===== config.mk =====
export PLATFORM = sky130hd
export DESIGN_NAME = iter_div
export DESIGN_NICKNAME = d
export VERILOG_FILES = /design/src/rtl/iter_div.sv
export SDC_FILE = /design/constraint.sdc
export NUM_CORES = 1
export LEC_CHECK = 0
export BUFFER_PORTS_ARGS = -buffer_cell sky130_fd_sc_hd__buf_2
export CORE_MARGIN = 2
export CORE_UTILIZATION = 27
export DETAILED_ROUTE_END_ITERATION = 16
export PLACE_DENSITY = 0.51
export SKIP_CTS_REPAIR_TIMING = 1
export SYNTH_ARGS = -nofsm -noshare
export SYNTH_HDL_FRONTEND = slang
export SYNTH_SLANG_ARGS = --single-unit
export TNS_END_PERCENT = 1

===== constraint.sdc =====
create_clock -name clk -period 14.4 [get_ports clk]
set_input_delay 0.72 -clock clk [delete_from_list [all_inputs] [get_ports clk]]
set_output_delay 0.72 -clock clk [all_outputs]
set_load 0.01 [all_outputs]

===== src/rtl/iter_div.sv =====
// Iterative 32-bit restoring divider with AXI-Stream style operand inputs.
// One quotient bit is produced per cycle; the result is a one-cycle pulse of
// {quotient, remainder}. SIGNED selects two's-complement or unsigned operation.
module iter_div #(
   parameter bit SIGNED = 1'b1
) (
   input  logic        clk,
   input  logic        reset,
   input  logic        s_axis_dividend_tvalid,
   output logic        s_axis_dividend_tready,
   input  logic [31:0] s_axis_dividend_tdata,
   input  logic        s_axis_divisor_tvalid,
   output logic        s_axis_divisor_tready,
   input  logic [31:0] s_axis_divisor_tdata,
   output logic        m_axis_dout_tvalid,
   output logic [63:0] m_axis_dout_tdata
);

   typedef enum logic [1:0] {StIdle, StBusy, StDone} state_t;

   state_t      state_q;
   logic [5:0]  cnt_q;
   logic [31:0] rem_q;       // partial remainder
   logic [31:0] quo_q;       // dividend bits shift out, quotient bits shift in
   logic [31:0] dvs_q;       // divisor magnitude
   logic        q_neg_q;
   logic        r_neg_q;
   logic [63:0] dout_tdata_q;
   logic        dout_tvalid_q;

   logic        dvd_neg;
   logic        dvs_neg;
   logic [31:0] dvd_mag;
   logic [31:0] dvs_mag;
   logic [32:0] shifted;
   logic [33:0] trial;
   logic        fits;
   logic        unused_trial_bit;
   logic [31:0] rem_step;
   logic [31:0] quo_step;
   logic [31:0] quo_fix;
   logic [31:0] rem_fix;

   // Operand magnitudes, one restoring step, and final sign correction.
   always_comb begin
      dvd_neg  = SIGNED & s_axis_dividend_tdata[31];
      dvs_neg  = SIGNED & s_axis_divisor_tdata[31];
      dvd_mag  = dvd_neg ? (32'd0 - s_axis_dividend_tdata) : s_axis_dividend_tdata;
      dvs_mag  = dvs_neg ? (32'd0 - s_axis_divisor_tdata) : s_axis_divisor_tdata;
      shifted  = {rem_q, quo_q[31]};
      trial    = {1'b0, shifted} - {2'b00, dvs_q};
      fits     = ~trial[33];
      // When the subtract fits the difference is below the divisor, so bit 32 is always 0.
      unused_trial_bit = trial[32];
      rem_step = fits ? trial[31:0] : shifted[31:0];
      quo_step = {quo_q[30:0], fits};
      quo_fix  = q_neg_q ? (32'd0 - quo_step) : quo_step;
      rem_fix  = r_neg_q ? (32'd0 - rem_step) : rem_step;
   end

   // Both operand channels share one handshake: ready only while idle.
   always_comb begin
      s_axis_dividend_tready = (state_q == StIdle);
      s_axis_divisor_tready  = (state_q == StIdle);
      m_axis_dout_tvalid     = dout_tvalid_q;
      m_axis_dout_tdata      = dout_tdata_q;
   end

   // Control FSM and datapath registers; reset aborts any operation in flight.
   always_ff @(posedge clk or posedge reset) begin
      if (reset) begin
         state_q       <= StIdle;
         cnt_q         <= 6'd0;
         rem_q         <= 32'd0;
         quo_q         <= 32'd0;
         dvs_q         <= 32'd0;
         q_neg_q       <= 1'b0;
         r_neg_q       <= 1'b0;
         dout_tdata_q  <= 64'd0;
         dout_tvalid_q <= 1'b0;
      end else begin
         unique case (state_q)
            StIdle: begin
               if (s_axis_dividend_tvalid && s_axis_divisor_tvalid) begin
                  rem_q   <= 32'd0;
                  quo_q   <= dvd_mag;
                  dvs_q   <= dvs_mag;
                  q_neg_q <= dvd_neg ^ dvs_neg;
                  r_neg_q <= dvd_neg;
                  cnt_q   <= 6'd0;
                  state_q <= StBusy;
               end
            end
            StBusy: begin
               rem_q <= rem_step;
               quo_q <= quo_step;
               cnt_q <= cnt_q + 6'd1;
               if (cnt_q == 6'd31) begin
                  dout_tdata_q  <= {quo_fix, rem_fix};
                  dout_tvalid_q <= 1'b1;
                  state_q       <= StDone;
               end
            end
            StDone: begin
               dout_tvalid_q <= 1'b0;
               state_q       <= StIdle;
            end
            default: begin
               dout_tvalid_q <= 1'b0;
               state_q       <= StIdle;
            end
         endcase
      end
   end

endmodule


==> impl_results.md, run 1 <==
- Outcome: complete, no violations
- Non-filler instance count after layout: 2116
- Die height: between 200 and 250 um
- Placeable core region: between 40000 and 50000 um2
- Number of DRC markers after the initial detailed-route iteration: 747
- Effective utilization at floorplan: 27.23%
- Residual overflow from global routing: 0
- Count of flip-flops with a built-in enable after synthesis: 0
- Half-perimeter wire length after detailed placement: ~28000 um
- Power density normalized to cell area: 238.9 nW/um2
- Number of hold violations in the final report: 0
- Largest fanout on the critical path: 45
- Final Critical Period: 5.479 ns
- Cell type with the highest occurrence count on the critical path: o21ai_1
- Wire per inst: 17.39 um
- Worst stage delay on the critical path: 0.56 ns
- Leading cell types in the layout, fill and taps excluded: o21ai_0 (195), nand2_1 (195), dfrtp_1 (171)
- Cell area after synthesis: 11960 um2
- Number of distinct standard cells referenced by the synthesized netlist: around 90
- Final routed DRC violation total: 0
- Die X-Extent: 214.5 um
- Number of I/O pins: 135
- Final Slew Violations: 0
- Synthesized area per cell: 8.354 um2
- Yosys reg bits: 171
- RSZ-0062 raised after global routing: false
- # placed instances: 2083
- Type of the worst min-delay path: in -> async
- Initial antenna violation count: 2
- Global-route usage over all layers: approximately 16%
- Category of the worst setup path launch point: flip-flop
- Sink count of the clock tree: 171
- Measured slew at the worst slew-check pin: 1.032 ns
- Synth-to-Final Area Change: 14.57%
- Data arrival time at the worst-slack endpoint: between 5 and 6 ns
- Synth Net Count: between 1500 and 2000
- Worst-case clock buffer depth: 2
- Post-synth top flop: dfrtp_1
- Final weighted congestion in routability-driven placement: roughly 0.89
- Count of maximum capacitance violations: 0
- Fraction of layout cells with a size suffix above 1: 14.51%
- Clock root buffer master: clkbuf_16
- Syn. warnings: 0
- Maximum number of pins on one net before global-route repair: 91
- Worst r2r src: rem_q[5]$_DFFE_PP0P_
- Total number of vias: 10800
- Floorplan row count: 77
- Lkg Pwr: between 5 and 6 nW
- Crit path launch: rem_q[5]$_DFFE_PP0P_
- Worst vdd rail ir drop: 0.1246 mV
- Share of async-settable or async-resettable flops after synthesis: 100.0%
- Crit path max-delay cell type: o211ai_2
- Count of input and output buffers: about 130
- Final-layout setup total negative slack: 0 ns
- CP cell instances: ha_1 -> a21oi_1 -> o21ai_1 -> a221o_1 -> o211ai_2 -> nand2_2 -> inv_4 -> mux2i_1 -> ha_1 -> nand2_1 -> a211oi_2 -> o2111ai_1 -> nor4_2 -> o21ai_1 -> o31ai_1 -> xnor2_1 -> o21ai_1
- Clock network latency to the later pin of the worst-skew pair: 0.46 ns
- First-pass GRT wire length: between 50000 and 60000 um
- Total routed wirelength: approximately 37000 um
- Vias in the first global route: 10030
- Die area: 46010 um2
- Iteration count of the initial detailed-routing pass: 5
- Endpoint type of the worst setup path: flip-flop
- Highest attainable clock frequency: 182.5 MHz
- TritonCTS clock tree: built
- Portion of the clock cycle consumed by the worst path in the final layout: 38.05%
- Number of standard cells after synthesis: 1432
- Worst setup path class: reg -> reg
- Ratio of routed vias to standard cells: 5.102
- Setup violation total in the final timing report: 0
- Clock-pin slew on the worst setup and hold paths: 0.07 ns
- Number of nets at the end of the flow: 1616
- CTS buffer count: 17
- Max_slew headroom: between 30 and 40%
- Critical path required time: roughly 15 ns
- Antenna viol nets, final: 0
- Sequential cell area fraction in the yosys report: 35.77%
- Setup Skew: 0.02067 ns
- Count of H-tree levels built during CTS: 4
## registers in the layout (all words and copies together) (netlist names)
register	count
m_axis_dout_tdata	64
dvs_q	32
quo_q	32
rem_q	32
cnt_q	6
state_q	2
m_axis_dout_tvalid	1
q_neg_q	1
r_neg_q	1
## critical path, delay by kind of cell, from the launching register on
kind                       cells  cell delay [ns]
xor gates and xnor gates       1             0.16
and+or+nand+nor                3             0.71
DFF                            1             0.47
adders and majority gates      2             0.75
buffers and inverters          1             0.43
muxes                          1             0.33
AOI/OAI and AO/OA              9             2.48
## kinds of logic (layout without fill, tap and decap cells)
logic type,count (synthesis),in the layout,synth area share [%]
xor+xnor,132,132,9.727
compound gates,476,476,25.37
mux,20,20,1.694
simple gates,454,454,18.72
other cells,0,1,0
flops,171,171,35.77
fa+ha+maj,38,38,4.037
buf+inv,141,232,4.675
## through the flow
| step | worst slack (ns) | cell area [um2] | hold WS [ns] | power, mW | utilization (%) |
|---|---|---|---|---|---|
| after floorplan | 9.048 | 11960 | 0.4485 | 2.234 | - |
| after global placement | 9.085 | 13140 | 0.4533 | 2.794 | 29.91 |
| after detailed placement | 8.956 | 13140 | 0.4690 | 2.794 | 29.91 |
| after CTS | 8.936 | 13700 | 0.3638 | 3.265 | 31.19 |
| after global routing | 8.492 | 13710 | 0.3835 | 3.548 | 31.20 |
| final | 8.921 | 13710 | 0.3456 | 3.274 | 31.20 |
## path summary, 6_finish.rpt
path / slack [ns] / to / depth (start not counted)
setup / recovery: 8.92 / m_axis_dout_tdata[20]$_DFFE_PP0P_ / 17
hold / removal: 0.35 / m_axis_dout_tdata[56]$_DFFE_PP0P_ / 2
setup reg to reg: 8.92 / m_axis_dout_tdata[20]$_DFFE_PP0P_ / 17
hold reg to reg: 0.47 / m_axis_dout_tdata[18]$_DFFE_PP0P_ / 2
max in group asynchronous: 12.79 / rem_q[25]$_DFFE_PP0P_ / 3
min in group clk: 0.47 / m_axis_dout_tdata[18]$_DFFE_PP0P_ / 2
## where the power goes
| group | internal, mW | switching [mW] | leakage, nW |
|---|---|---|---|
| Combinational | 0.739 | 1.29 | 3.56 |
| Clock | 0.245 | 0.211 | 0.257 |
| Sequential | 0.613 | 0.173 | 1.93 |
## synthesized netlist by cell type (4+ instances only)
library cell,number,area [um2]
xnor2_1,35,306.5
nand2_1,195,732.0
a21o_1,9,67.56
a211o_1,6,52.55
o21a_1,12,90.09
a21boi_1,4,30.03
nand2b_1,14,87.58
mux2i_1,18,180.2
and3_1,10,62.56
buf_1,13,48.80
ha_1,37,462.9
buf_2,13,65.06
a31oi_1,7,43.79
nand3_1,54,270.3
clkbuf_1,58,217.7
nor2_1,57,214.0
inv_1,53,198.9
o2111ai_1,4,35.03
o41ai_2,5,81.33
a2111oi_0,4,35.03
a21oi_1,61,305.3
a22oi_1,33,247.7
nand4_1,14,87.58
o21ai_0,195,975.9
xor2_1,96,840.8
o31ai_1,36,270.3
o21ai_1,29,145.1
o41ai_1,13,113.9
or4_1,19,142.6
nand3b_1,4,30.03
dfrtp_1,171,4279
nor2b_1,7,43.79
or3_1,14,87.58
o211ai_1,6,45.04
nor3_1,25,125.1
a211oi_1,10,75.07
nor4_1,7,43.79
o31a_1,5,43.79
o21bai_1,5,37.54
## area by class of cell
class / instances / area (um2)
diodes: 1 / 2.502
clock buffers: 21 / 450.4
clock inverters: 11 / 111.4
fillers: 4734 / 30230
inverters: 55 / 214.0
multi-input cells: 1120 / 7154
flip-flops and latches: 171 / 4279
well taps: 592 / 740.7
repair buffers: 145 / 753.2
## routing by layer
layer	routed length [um]	part of all wire, %	global-route usage (%)
met4	498	1.4	4.005
met1	18610	51	24.18
met5	11	0.030	0
met2	15700	43	23.40
met3	1989	5.4	2.823
(Power assumes the default switching activity.)
==> run 2: changes to the inputs <==
ABC_AREA = 1   (was unset)
PLACE_DENSITY = 0.52   (was 0.51)
clock period = 4.8 ns   (was 14.4 ns; I/O delays follow)
==> impl_results.md, run 2 <==
- Outcome: complete, but fails checks
- Failing checks: negative hold slack
- CTS buffer count: 17 (unchanged)
- Final routed DRC violation total: 0 (unchanged)
- Terminus of the critical flop-to-flop path: m_axis_dout_tdata[60]$_DFFE_PP0P_
- Count of inserted antenna diode cells: 0 (-1)
- Residual overflow from global routing: 0 (unchanged)
- Sink count of the clock tree: 171 (unchanged)
- Worst setup path endpoint: m_axis_dout_tdata[60]$_DFFE_PP0P_
- Placed Area: 14000 um2 (+6.6%)
- Data arrival time at the worst-slack endpoint: 4.39 ns (-1.40 ns)
- Worst-case clock buffer depth: 2 (unchanged)
- Final Critical Period: 4.070 ns (-1.409 ns)
- Effective utilization at floorplan: 27.40% (+0.17 points)
- CP Buf/Inv Count: 4 (+3)
- Final hold slack: -0.03657 ns (-0.3822 ns)
- Die X-Extent: 221.4 um (+3.2%)
- Portion of the clock cycle consumed by the worst path in the final layout: 84.80% (+47 points)
- Count of input and output buffers: 134 (unchanged)
- Syn. warnings: 0 (unchanged)
- Antenna viol nets, final: 0 (unchanged)
- Worst setup path class: reg -> reg
- Leading cell types in the layout, fill and taps excluded: nand2_1 (615), inv_1 (261), dfrtp_1 (171)
- Leading area contributor after synthesis: dfrtp_1
- Highest attainable clock frequency: 245.7 MHz (+35%)
- Area of all placed cells without fillers: 14600 um2 (+6.5%)
- Measured slew at the worst slew-check pin: 1.002 ns (-0.02960 ns)
- Initial antenna violation count: 1 (-1)
- Global-route usage over all layers: 17.78% (+1.8 points)
- Number of standard cells after synthesis: 1891 (+32%)
- Endpoint type of the worst setup path: flip-flop
- Placeable core region: 46560 um2 (+6.0%)
- Final weighted congestion in routability-driven placement: 0.9125 (+3.1%)
- Max reg flops: 64 (unchanged)
- Crit path launch: rem_q[11]$_DFFE_PP0P_
- Number of DRC markers after the initial detailed-route iteration: 874 (+17%)
- Cell type with the highest occurrence count on the critical path: nand2_1
- Crit path max-delay cell type: dfrtp_1
- Number of distinct standard cells referenced by the synthesized netlist: 50 (-44%)
- First-pass GRT wire length: 68740 um (+16%)
- Maximum number of pins on one net before global-route repair: 134 (+47%)
- Yosys reg bits: 171 (unchanged)
- Synth-to-Final Area Change: 14.43%
- Vias in the first global route: 12000 (+20%)
- Number of hold violations in the final report: 38 (+38)
- Worst stage delay on the critical path: 0.43 ns (-0.13 ns)
- Largest fanout on the critical path: 10 (-78%)
- Clock network latency to the later pin of the worst-skew pair: 0.46 ns (about the same)
- Final-layout setup total negative slack: 0 ns (unchanged)
- Sequential cell area fraction in the yosys report: 33.54% (-2.2 points)
- Worst r2r path cells: 25 (+8)
- Max_slew headroom: 33.10% (+1.9 points)
- Critical path's top delay family: simple AND/OR/NAND/NOR gates
- Critical path required time: 5.11 ns (-9.60 ns)
- Number of I/O pins: 135 (unchanged)
- Type of the worst min-delay path: in -> async
- Category of the worst setup path launch point: flip-flop
- Fraction of layout cells with a size suffix above 1: 13.55% (-0.97 points)
- Post-synth top flop: dfrtp_1
- Cell types with the largest area share after synthesis: dfrtp_1 (34%), nand2_1 (18%), inv_1 (7.7%)
- Cell area after synthesis: 12760 um2 (+6.6%)
- Cell count along the critical path: 25 (+8)
- Most used standard cell by instance count after synthesis: nand2_1
- Count of flip-flops with a built-in enable after synthesis: 0 (unchanged)
- Synth Net Count: 1997 (+30%)
- Setup Skew: 0.01556 ns (-0.005112 ns)
- Die height: 221.4 um (+3.2%)
- Worst r2r src: rem_q[11]$_DFFE_PP0P_
- FILL cells: 5083 (+7.4%)
- TritonCTS clock tree: built
- RSZ-0062 raised after global routing: false
- Internal reg-to-reg setup slack: 0.73 ns (-8.19 ns)
- Area fraction of the dominant cell type after synthesis: 33.54% (-2.2 points)
- Setup violation total in the final timing report: 0 (unchanged)
- Leading cell type in the layout, fill and taps excluded: nand2_1
- Clock-pin slew on the worst setup and hold paths: 0.07 ns (about the same)
- Count of H-tree levels built during CTS: 4 (unchanged)
- Most numerous cell types in the synthesized netlist: nand2_1 (615), inv_1 (262), dfrtp_1 (171)
- Half-perimeter wire length after detailed placement: 33170 um (+18%)
- Clock root buffer master: clkbuf_16
- Iteration count of the initial detailed-routing pass: 7 (+2)
- Synthesized area per cell: 6.746 um2 (-19%)
- Total routed wirelength: 43220 um (+17%)
- Wire per inst: 16.53 um (-5.0%)
- Multi-input gate area in the final layout: 7151 um2 (about the same)
- Floorplan row count: 79 (+2.6%)
- Total number of vias: 12270 (+14%)
- Die area: 49000 um2 (+6.5%)
- Register area: 4279 um2 (unchanged)
- Ratio of routed vias to standard cells: 4.693 (-8.0%)
- Share of async-settable or async-resettable flops after synthesis: 100.0% (unchanged)
- Number of nets at the end of the flow: 2101 (+30%)
- Count of maximum capacitance violations: 0 (unchanged)
- Final Slew Violations: 0 (unchanged)
run 2: layout make-up:
| cell class | count | share of cell area, % |
|---|---|---|
| clock buffers | 18 | 2.940 |
| clock inverters | 14 | 1.131 |
| inverters | 272 | 7.028 |
| multi-input cells | 1385 | 48.98 |
| flip-flops and latches | 171 | 29.31 |
| well taps | 607 | 5.203 |
| repair buffers | 148 | 5.400 |
run 2: cells by family after synthesis:
group                      count (synthesis)  synth area share [%]
DFF                                      171                 33.54
adders and majority gates                 38                 3.786
and+or+nand+nor                         1014                 34.76
xor gates and xnor gates                  92                 6.316
AOI/OAI and AO/OA                        241                 11.09
buffers and inverters                    335                 10.50
run 2: per-layer routing:
layer	global-route usage (%)	share of wire [%]	wire length (um)	up-vias
met4	4.308	1.4	590	2
met5	0	0.025	11	-
met1	24.88	48	20910	5761
met3	3.120	5.0	2153	34
met2	28.37	45	19560	271
li1	-	-	-	6204
run 2: per-stage QoR:
| step | hold slack [ns] | utilization [%] | setup slack [ns] | cells |
|---|---|---|---|---|
| 4_1_cts | -0.002947 | 31.36 | 0.7351 | 2615 |
| 2_1_floorplan | 0.4104 | - | 1.395 | 1891 |
| 5_1_grt | 0.02614 | 31.36 | 0.3056 | 2615 |
| 3_3_place_gp | 0.4602 | 30.08 | 0.8241 | 2583 |
| 6_report | -0.03657 | 31.36 | 0.7298 | 2615 |
| 3_5_place_dp | 0.4621 | 30.08 | 0.7660 | 2583 |
run 2: worst min path at each step:
stage / start / to / slack, ns / depth (start not counted)
finish: reset / m_axis_dout_tdata[39]$_DFFE_PP0P_ / -0.04 / 2
global route: reset / m_axis_dout_tdata[38]$_DFFE_PP0P_ / 0.03 / 2
floorplan: s_axis_dividend_tdata[28] / quo_q[28]$_DFFE_PP0P_ / 0.41 / 2
global placement: m_axis_dout_tdata[21]$_DFFE_PP0P_ / m_axis_dout_tdata[21]$_DFFE_PP0P_ / 0.46 / 2
CTS: reset / m_axis_dout_tdata[37]$_DFFE_PP0P_ / -0.003 / 2
detailed placement: m_axis_dout_tdata[21]$_DFFE_PP0P_ / m_axis_dout_tdata[21]$_DFFE_PP0P_ / 0.46 / 2
run 2: worst reg2reg max path: stages, from the launching register on:
cell and delay, ns:
dfrtp_1 0.43, ha_1 0.37, nand2_1 0.14, inv_1 0.05, nand2_1 0.06, nand2_1 0.09
nand2_1 0.08, nand2_1 0.07, inv_1 0.11, nand2_4 0.07, nand2_4 0.06, nand2_4 0.04
inv_2 0.23, ha_1 0.24, nand3_1 0.10, nor3_1 0.14, inv_1 0.08, nor3_1 0.20
nand2_1 0.20, nor2_1 0.24, nand2_1 0.13, nor4_1 0.28, nor2_1 0.12, nor2_1 0.15
xor2_1 0.15, o21ai_0 0.10
Power of run 2 is left out: the tool's default activity adds up to more than one toggle a clock period on the data nets, which glitch-free logic cannot reach.
==> run 3: changes to the inputs <==
clock period = 3.44 ns   (was 4.8 ns; I/O delays follow)
==> impl_results.md, run 3 (same netlist as run 2, synthesis figures left out) <==
- Leading cell types in the layout, fill and taps excluded: nand2_1 (602), inv_1 (246), dfrtp_1 (171)
- Category of the worst setup path launch point: flip-flop
- Iteration count of the initial detailed-routing pass: 5 (-2)
- Measured slew at the worst slew-check pin: 0.8152 ns (-0.1872 ns)
- Max reg flops: 64 (unchanged)
- Worst stage delay on the critical path: 0.42 ns (about the same)
- Floorplan row count: 79 (unchanged)
- Die area: 49000 um2 (unchanged)
- TritonCTS clock tree: built
- Worst setup path class: reg -> reg
- Number of I/O pins: 135 (unchanged)
- Fraction of layout cells with a size suffix above 1: 22.14% (+8.6 points)
- Clock-pin slew on the worst setup and hold paths: 0.08 ns (about the same)
- Number of nets at the end of the flow: 2249 (+7.0%)
- Final routed DRC violation total: 0 (unchanged)
- RSZ-0062 raised after global routing: true
- Worst r2r path cells: 21 (-16%)
- Global-route usage over all layers: 18.39% (+0.61 points)
- Largest fanout on the critical path: 3 (-7)
- Highest attainable clock frequency: 288.3 MHz (+17%)
- Placeable core region: 46560 um2 (unchanged)
- Portion of the clock cycle consumed by the worst path in the final layout: 100.8% (+16 points)
- Final-layout setup total negative slack: -0.02910 ns (-0.02910 ns)
- Max_slew headroom: 45.59% (+12 points)
- Final Critical Period: 3.469 ns (-0.6012 ns)
- Synth-to-Final Area Change: 26.05%
- Worst r2r src: rem_q[29]$_DFFE_PP0P_
- Endpoint type of the worst setup path: flip-flop
- Residual overflow from global routing: 0 (unchanged)
- Clock root buffer master: clkbuf_16
- Crit path max-delay cell type: dfrtp_1
- Crit path launch: rem_q[29]$_DFFE_PP0P_
- Ratio of routed vias to standard cells: 4.660 (-0.71%)
- CP cell instances: ha_1 -> inv_1 -> o21bai_1 -> nand2_1 -> nand3_4 -> nor2_4 -> nand2_4 -> inv_4 -> ha_4 -> nand3_4 -> nor3_4 -> inv_2 -> nor3_4 -> nand2_2 -> nor2_4 -> nand2_2 -> nor4_4 -> nor2_2 -> nor2_1 -> xor2_1 -> o21ai_1
- Failing checks: negative setup slack
- Count of H-tree levels built during CTS: 4 (unchanged)
- Vias in the first global route: 12550 (+4.5%)
- Maximum number of pins on one net before global-route repair: 81 (-40%)
- Setup violation total in the final timing report: 1 (+1)
- Effective utilization at floorplan: 27.40% (unchanged)
- Number of DRC markers after the initial detailed-route iteration: 890 (+1.8%)
- Final weighted congestion in routability-driven placement: 0.9190 (+0.71%)
- Leading cell type in the layout, fill and taps excluded: nand2_1
- Number of hold violations in the final report: 0 (-100%)
- CTS buffer count: 17 (unchanged)
- Count of maximum capacitance violations: 0 (unchanged)
- CP Buf/Inv Count: 3 (-1)
- Outcome: complete, but fails checks
- Half-perimeter wire length after detailed placement: 34970 um (+5.4%)
- Critical hold path startpoint: s_axis_divisor_tdata[30]
- Total number of vias: 12870 (+4.8%)
- Die height: 221.4 um (unchanged)
- Critical path required time: 3.77 ns (-1.34 ns)
- Wire per inst: 16.43 um (-0.58%)
- Type of the worst min-delay path: in -> reg
- Sink count of the clock tree: 171 (unchanged)
- Data arrival time at the worst-slack endpoint: 3.80 ns (-0.59 ns)
- Worst-case clock buffer depth: 2 (unchanged)
- Final Slew Violations: 0 (unchanged)
- Die X-Extent: 221.4 um (unchanged)
- PnR worst setup slack: -0.02910 ns (-0.7588 ns)
- Number of stages on the worst hold path: 3
- First-pass GRT wire length: 70840 um (+3.0%)
- Critical path's top delay family: simple AND/OR/NAND/NOR gates
- Clock network latency to the later pin of the worst-skew pair: 0.47 ns (about the same)
- Count of inserted antenna diode cells: 0 (unchanged)
- Initial antenna violation count: 4 (+3)
- Cell count along the critical path: 21 (-16%)
- Antenna viol nets, final: 0 (unchanged)
- Total routed wirelength: 45370 um (+5.0%)
- Setup Skew: 0.01444 ns (-0.001116 ns)
- Count of input and output buffers: 134 (unchanged)
- Worst slack at placement: -0.2526 ns (-1.019 ns)
==> run 3: final timing paths <==
check / to / slack (ns)
max: m_axis_dout_tdata[60]$_DFFE_PP0P_ / -0.03
min: dvs_q[31]$_DFFE_PP0P_ / 0.03
max reg2reg: m_axis_dout_tdata[60]$_DFFE_PP0P_ / -0.03
min reg2reg: m_axis_dout_tdata[10]$_DFFE_PP0P_ / 0.48
max in group asynchronous: dvs_q[10]$_DFFE_PP0P_ / 2.50
min in group asynchronous: m_axis_dout_tdata[36]$_DFFE_PP0P_ / 0.38
==> run 3: tightest hold or removal path, delay by kind of cell <==
family          cells  cell delay [ns]
compound gates      1             0.07
buf+inv             1             0.09
simple gates        1             0.11
==> run 3: metrics by stage <==
step | util [%] | hold WS [ns] | instance area [um2] | std cells
3_3_place_gp | 32.37 | 0.3360 | 15070 | 2722
2_1_floorplan | - | 0.3424 | 12760 | 1891
6_report | 34.54 | 0.02518 | 16080 | 2761
3_5_place_dp | 32.37 | 0.3475 | 15070 | 2722
5_1_grt | 34.54 | 0.03102 | 16080 | 2761
4_1_cts | 33.58 | -0.1505 | 15630 | 2752
==> run 3: cell type report <==
type	instances	area (um2)
clock buffer	17	425.4
clock inverter	13	133.9
fill	4989	30480
inverter	272	1028
multi-input combinational	1385	7523
sequential	171	4279
tap	607	759.5
timing repair buffer	296	1931
==> run 3: metal layers <==
metal	up-vias	wire, um	track usage (%)	share of wire, %
met2	316	20300	29.12	45
met5	-	10	0	0.022
met1	6004	21760	25.54	48
li1	6493	-	-	-
met3	50	2316	3.014	5.1
met4	2	984	5.780	2.2
Power of run 3 is left out for the same reason.
